$ cat src/rtl/if_id_queue_if.sv
// if_id_queue_if: fetch/decode-side signals of the IF/ID fetch queue.
// Fetch drives ValidF/InstrF/PCPlus4F and reads FullF.
// Hazard logic drives CLR/StallD.
// Decode reads InstrD/PCPlus4D/ValidD, and CountQ exposes the queue occupancy.
interface if_id_queue_if #(parameter int DATA_W = 32, parameter int DEPTH = 4);
  logic                       CLR;
  logic                       StallD;
  logic                       ValidF;
  logic [DATA_W-1:0]          InstrF;
  logic [DATA_W-1:0]          PCPlus4F;
  logic                       FullF;
  logic [$clog2(DEPTH+1)-1:0] CountQ;
  logic [DATA_W-1:0]          InstrD;
  logic [DATA_W-1:0]          PCPlus4D;
  logic                       ValidD;
  modport master (output CLR, StallD, ValidF, InstrF, PCPlus4F,
                  input FullF, CountQ, InstrD, PCPlus4D, ValidD);
  modport slave (input CLR, StallD, ValidF, InstrF, PCPlus4F,
                 output FullF, CountQ, InstrD, PCPlus4D, ValidD);
endinterface

$ cat src/rtl/if_id_queue.sv
// if_id_queue: DEPTH-entry fetch queue feeding a valid-tagged IF/ID decode register.
// Ports:
//   clk, rst - clock and synchronous active-high reset.
//   q        - if_id_queue_if slave modport, which carries the flush, stall and fetch entry inputs,
//              plus FullF, CountQ and the decode register outputs.
// Define IFID_BYPASS_EN to let a fetch entry go straight into the decode register when the queue is empty.
module if_id_queue #(
  parameter int DATA_W = 32,
  parameter int DEPTH  = 4
) (
  input logic          clk,
  input logic          rst,
  if_id_queue_if.slave q
);
  localparam int AW = $clog2(DEPTH);
  localparam int CW = $clog2(DEPTH+1);
  logic [2*DATA_W-1:0] mem [DEPTH];
  logic [AW-1:0]       rd_ptr, wr_ptr;
  logic [CW-1:0]       count;
  logic [DATA_W-1:0]   instr_d, pc_d;
  logic                valid_d, push, pop, byp, wr;
  assign q.FullF    = count == CW'(DEPTH);
  assign q.CountQ   = count;
  assign q.InstrD   = instr_d;
  assign q.PCPlus4D = pc_d;
  assign q.ValidD   = valid_d;
  assign push = q.ValidF & ~q.FullF;
  assign pop  = ~q.StallD & (count != '0);
`ifdef IFID_BYPASS_EN
  assign byp = push & ~q.StallD & (count == '0);
`else
  assign byp = 1'b0;
`endif
  // A bypassed entry skips the array entirely.
  assign wr = push & ~byp;
  always_ff @(posedge clk)
    if (wr && !rst && !q.CLR) mem[wr_ptr] <= {q.InstrF, q.PCPlus4F};
  always_ff @(posedge clk) begin
    if (rst || q.CLR) begin
      rd_ptr  <= '0;
      wr_ptr  <= '0;
      count   <= '0;
      instr_d <= '0;
      pc_d    <= '0;
      valid_d <= 1'b0;
    end else begin
      if (wr) wr_ptr <= wr_ptr + 1'b1;
      if (pop) rd_ptr <= rd_ptr + 1'b1;
      count <= count + CW'(wr) - CW'(pop);
      if (!q.StallD) begin
        {instr_d, pc_d} <= pop ? mem[rd_ptr] : byp ? {q.InstrF, q.PCPlus4F} : '0;
        valid_d         <= pop | byp;
      end
    end
  end
endmodule

$ cat src/flat_wrapper.sv
// flat-port wrapper written by rule: the top's interface ports become plain ports
module if_id_queue_flat 
#(
  parameter int DATA_W = 32,
  parameter int DEPTH  = 4
)
  (clk, rst, q_CLR, q_StallD, q_ValidF, q_InstrF, q_PCPlus4F, q_FullF, q_CountQ, q_InstrD, q_PCPlus4D, q_ValidD);
  if_id_queue_if #(.DATA_W(DATA_W), .DEPTH(DEPTH)) q_i ();
  input logic clk;
  input logic rst;
  input wire logic [$bits(q_i.CLR)-1:0] q_CLR;
  input wire logic [$bits(q_i.StallD)-1:0] q_StallD;
  input wire logic [$bits(q_i.ValidF)-1:0] q_ValidF;
  input wire logic [$bits(q_i.InstrF)-1:0] q_InstrF;
  input wire logic [$bits(q_i.PCPlus4F)-1:0] q_PCPlus4F;
  output wire logic [$bits(q_i.FullF)-1:0] q_FullF;
  output wire logic [$bits(q_i.CountQ)-1:0] q_CountQ;
  output wire logic [$bits(q_i.InstrD)-1:0] q_InstrD;
  output wire logic [$bits(q_i.PCPlus4D)-1:0] q_PCPlus4D;
  output wire logic [$bits(q_i.ValidD)-1:0] q_ValidD;
  assign q_i.CLR = q_CLR;
  assign q_i.StallD = q_StallD;
  assign q_i.ValidF = q_ValidF;
  assign q_i.InstrF = q_InstrF;
  assign q_i.PCPlus4F = q_PCPlus4F;
  assign q_FullF = q_i.FullF;
  assign q_CountQ = q_i.CountQ;
  assign q_InstrD = q_i.InstrD;
  assign q_PCPlus4D = q_i.PCPlus4D;
  assign q_ValidD = q_i.ValidD;
  if_id_queue #(.DATA_W(DATA_W), .DEPTH(DEPTH)) u_core (.clk(clk), .rst(rst), .q(q_i));
endmodule
$ cat config.mk
export PLATFORM = sky130hd
export DESIGN_NAME = if_id_queue_flat
export DESIGN_NICKNAME = d
export VERILOG_FILES = /design/src/rtl/if_id_queue_if.sv /design/src/rtl/if_id_queue.sv /design/src/flat_wrapper.sv
export SDC_FILE = /design/constraint.sdc
export NUM_CORES = 1
export LEC_CHECK = 0
export CAP_MARGIN = 0
export CORE_ASPECT_RATIO = 2
export CORE_UTILIZATION = 40
export CTS_BUF_LIST = sky130_fd_sc_hd__clkbuf_4 sky130_fd_sc_hd__clkbuf_8 sky130_fd_sc_hd__clkbuf_16
export DETAILED_ROUTE_END_ITERATION = 6
export HOLD_SLACK_MARGIN = 0.03
export PLACE_DENSITY = 0.71
export RECOVER_POWER = 50
export SETUP_SLACK_MARGIN = 0.2
export SLEW_MARGIN = 20
export SYNTH_ARGS = -nofsm -noshare
export SYNTH_HDL_FRONTEND = slang
export SYNTH_SLANG_ARGS = --single-unit
$ cat constraint.sdc
create_clock -name clk -period 4 [get_ports clk]
set_input_delay 1 -clock clk [delete_from_list [all_inputs] [get_ports clk]]
set_output_delay 1 -clock clk [all_outputs]
set_load 0.02 [all_outputs]
* Yosys cells after proc, flatten, opt, wreduce, memory -nomap -nowiden
Memory sizes are Yosys's and may differ from the RTL's. A register that Yosys moved wholly into a read port is not among the register bits.
Index checks and enable logic that the tools add are counted.
** Cells by class
- Add/sub/neg operators :: 4
- Equality and inequality tests :: 1
- Multiplexer cells :: 5
- Bitwise gates (word level) :: 4
- Reductions and logical operators :: 6
** Operators by type and width (count)
- two-way mux 64 bit :: 1
- adder 2 x 1 -> 2 bit (second input constant) :: 2
- two-way mux 2 bit :: 2
- adder 3 x 1 -> 3 bit :: 1
- equality test 3 bit (second input constant) :: 1
- nonzero test 3 bit :: 1
- subtractor 3 x 1 -> 3 bit :: 1
- bitwise AND 1 bit :: 2
- logical AND 1 bit :: 2
- logical NOT 1 bit :: 2
- two-way mux 1 bit :: 2
- inverter 1 bit :: 2
- logical OR 1 bit :: 1
** Word-level totals
- Register bits after elaboration :: 72
- Memory bits (writable) :: 256
- Bits of input ports :: 69
- Logic and storage cells :: 27
- Memories :: 1
** Memory list
- u_core.mem :: words 4, width 64, read ports 1, clocked after Yosys merged registers in 1, write ports 1, line if_id_queue.sv:17 : logic [2*DATA_W-1:0] mem [DEPTH];

* Depth between registers and ports, before layout
- Word-level depth :: 7
- Mapped depth :: 10
- Gate-level depth less buffers :: 10

* Worst setup path before layout
Ideal clock, no wire load.
- Path type :: input -> register
- Start point :: in rst
- End point :: mem u_core.mem[0][0] in the netlist's numbering, enable pin
- Library setup time :: 429 ps
- Data arrival time :: 2811 ps
- Required time :: 3571 ps
- Setup slack :: 759 ps
- Stages :: 2
- Path buffers :: 0
- Cells stage by stage :: nor2_1 -> and3_1
** Between the ends
- Cells in the longest elaborated chain, start to end :: 5
** Ends and longest elaborated chain
- start, declared :: line flat_wrapper.sv:10 : input logic rst;
- logical NOT 1 bit :: line if_id_queue.sv:37 : if (wr && !rst && !q.CLR) mem[wr_ptr] <= {q.InstrF, q.PCPlus4F};
- logical AND 1 bit (2 in a row) :: line if_id_queue.sv:37
- two-way mux 1 bit :: line if_id_queue.sv:37
- two-way mux 1 bit (implied by the code) :: line if_id_queue.sv:37
- end, declared :: line if_id_queue.sv:17
No other way between the ends.

* Final worst setup path
- Start point :: in rst
- End point :: mem u_core.mem[2][32] in the netlist's numbering, enable pin
The elaborated chain is that of the path after synthesis.

==> flow_summary.toml <==
[outcome]
status = "complete, but fails checks"
failing_checks = "capacitance limit, slew limit"

[setup_path]
timing.reg2reg.setup_slack_ps = 1020
start_kind = "primary input"
critical_path_peak_fanout = 36
critPathRequiredTime_ps = 4220
worstReg2RegEnd = "u_core.mem[2][32]"
cp_data_arrival_time_ps = 3570
slowest_delay_ps = 1290
timing.critical_path.to_type = "register"
crit_path_end = "u_core.mem[2][32]"
critical_path.slowest_cell = "sky130_fd_sc_hd__and3_1"
worst-setup-path-type = "in2reg"
worstPathCellList = "dlygate4sd3_1, nor2_1, and3_1, buf_12"
depth_of_the_most_critical_reg_to_reg_path = 5
crit_start = "rst"
worst_reg2reg_path_startpoint = "u_core.q.CountQ[1]"

[global_route]
gr_busiest_metal = "met2"
grt_antenna_before_repair = 2
gr-usage-met1_pct = 18.0
grt_max_degree = 65
vias_in_the_first_global_route = 6238
globalRoute.totalOverflow = 0
global_route_wire_length_before_repair_um = 35900
globalRouteTotalUtil_pct = 16.0
groute.layer.met3.usage_pct = 2.08
use_met2_pct = 29.4

[logic_synthesis]
number_of_enable_type_register_cells_in_the_synthesized_netlist = 256
async_set_or_reset_register_ratio_after_synthesis_pct = 0
synth_top_flop_cell = "sky130_fd_sc_hd__edfxtp_1"
synthesis.instances = 534
synth_top_area_cells = "sky130_fd_sc_hd__edfxtp_1 (66%), sky130_fd_sc_hd__dfxtp_1 (13%), sky130_fd_sc_hd__mux4_2 (12%)"
postSynthAreaPerCell_um2 = 21.9
post-synth-top-area-fraction_pct = 65.6
yosys_register_bits = 330
yosysSeqAreaShare_pct = 78.3
post_synth_num_cell_types = 30
synthesis.area_mm2 = 0.0117
synth_nets = 610
synth.largest_area_cell = "sky130_fd_sc_hd__edfxtp_1"
yosysWarnings = 0

[timing]
final_hold_viol_count = 0
max_slew_margin_pct = -5.09
setup_violations = 0
layout_min_cycle_time_ps = 3350
fin_tns_setup_ps = 0
fin_crit_sh_pct = 83.7
max_clock_freq_mhz = 299
worst_slew_pin_slew_ps = 1580
setup_repair_after_global_routing_missed_its_margin = "no"
final-max-slew-violation-count = 29
timing.clock.skew_ps = 19.6

[die]
core-area_mm2 = 0.0288
die_h_um = 244
num_io_pins = 138
std_cell_rows = 88
die_w_um = 123
dieArea_mm2 = 0.0300
start_util_pct = 40.6

[hold_path]
hold_start = "u_core.q.PCPlus4D[31]"
worst_hold_path_type = "reg2reg"

[cts]
tritoncts.num_buffers = 28
root_buffer = "sky130_fd_sc_hd__clkbuf_16"
clock_latency_late_sink_ps = 550
post-cts-setup-buffer-count = 0
clock-sinks = 330
cts.htree.levels = 1
clk_pin_slew_worst_paths_ps = 60
cts-hold-fix-buffers = 0
cts_repair_resize_count = 0
clock_tree_from_tritoncts = "yes"
cts.path.max_buffers = 3

[power]
cellLeakagePower_nw = 4.62
power.ir.vdd_worst_v = 0.000275
powerDensity_mw_per_mm2 = 480

[detailed_routing]
via_count = 5676
wl_per_cell_um = 21.9
detailedRoute.firstPassIterationCount = 4
ant_nets = 0
routed_wl_um = 23300
route.detailed.drc = 0
detail_route.iter0.violations = 296
viasPerCell = 5.33

[place]
routabilityCongestion = 0.692
buffer_ports.inserted = 137
detailedPlacementHpwl_um = 14500

[final_layout]
fillers = 2306
fin_util_pct = 50.0
drive_above_1_share_pct = 18.5
layout.cells.most_common_list = "sky130_fd_sc_hd__edfxtp_1 (256), sky130_fd_sc_hd__dfxtp_1 (72), sky130_fd_sc_hd__clkdlybuf4s50_1 (71)"
finish.net_count = 757
syn_to_final_growth_pct = 23.1
layout_commonest_cell = "sky130_fd_sc_hd__edfxtp_1"

[flow_run]
maxCapViolations = 1
cell type report:
class	instances	area (um^2)	share of cell area, %
Tap cell	360	450	3.12
Multi-Input combinational cell	168	2310	16.0
Clock buffer	33	762	5.29
Inverter	8	30.0	0.208
Timing Repair Buffer	145	1490	10.4
Antenna cell	1	2.50	0.0174
Clock inverter	19	190	1.32
Sequential cell	330	9180	63.6
stage by stage:
| stage | worst slack (ps) | total power, mW | hold slack, ps | cells | area (um^2) |
|---|---|---|---|---|---|
| 6_report | 654 | 6.92 | 478 | 1064 | 14400 |
| 5_1_grt | 447 | 7.14 | 490 | 1064 | 14400 |
| 4_1_cts | 885 | 7.00 | 482 | 1063 | 14400 |
| 3_5_place_dp | 809 | 4.26 | 464 | 1011 | 13500 |
| 3_3_place_gp | 856 | 4.24 | 460 | 1011 | 13500 |
| 2_1_floorplan | 759 | 4.06 | 450 | 534 | 11700 |
report_power, final:
group	internal [mW]	switching, mW	leakage (nW)
logic	0.188	0.187	1.25
clock network	1.57	1.19	0.459
registers	3.75	0.0408	2.91
flip-flops by register name, summed over array words and instances (netlist names), named ones only:
register / flops
u_core.q.CountQ: 3
u_core.q.ValidD: 1
u_core.q.PCPlus4D: 32
u_core.mem: 256
u_core.wr_ptr: 2
u_core.q.InstrD: 32
u_core.rd_ptr: 2
worst min path at each step:
stage                             to  slack, ps  depth (start not counted)
4_1_cts        u_core.q.PCPlus4D[31]        480                          1
5_1_grt         u_core.q.PCPlus4D[9]        490                          1
3_3_place_gp     u_core.q.InstrD[24]        460                          1
3_5_place_dp     u_core.q.InstrD[25]        460                          1
6_report       u_core.q.PCPlus4D[31]        480                          1
2_1_floorplan               register        450                          2
critical path, delay by kind of cell:
family,cells,cell delay [ps]
simple gates,2,1640
buf+inv,2,900
layer usage:
layer,wire [um],vias to the layer above
li1,-,2508
met5,0,-
met4,765,0
met3,896,44
met1,8570,2961
met2,13000,163
cells in the mapped netlist, drive strengths merged, types with 3 or more instances:
cell	number
buf	20
nor3	3
edfxtp	256
mux4	64
clkbuf	8
and3	4
a22o	64
o21ai	3
ha	6
inv	8
and2	4
nor2	5
a21oi	5
dfxtp	74
cells by family (layout without fill, tap and decap cells):
kind of cell,count (synthesis),after routing,synth area share (%)
AO/OA/AOI/OAI,74,74,5.25
XOR/XNOR,1,1,0.0748
AND/OR/NAND/NOR,22,22,1.19
adder cells (fa/ha/maj),7,7,0.812
multiplexers,64,64,12.3
buffers and inverters,36,205,2.10
other,0,1,0
flip-flops,330,330,78.3
(Power assumes the default switching activity.)
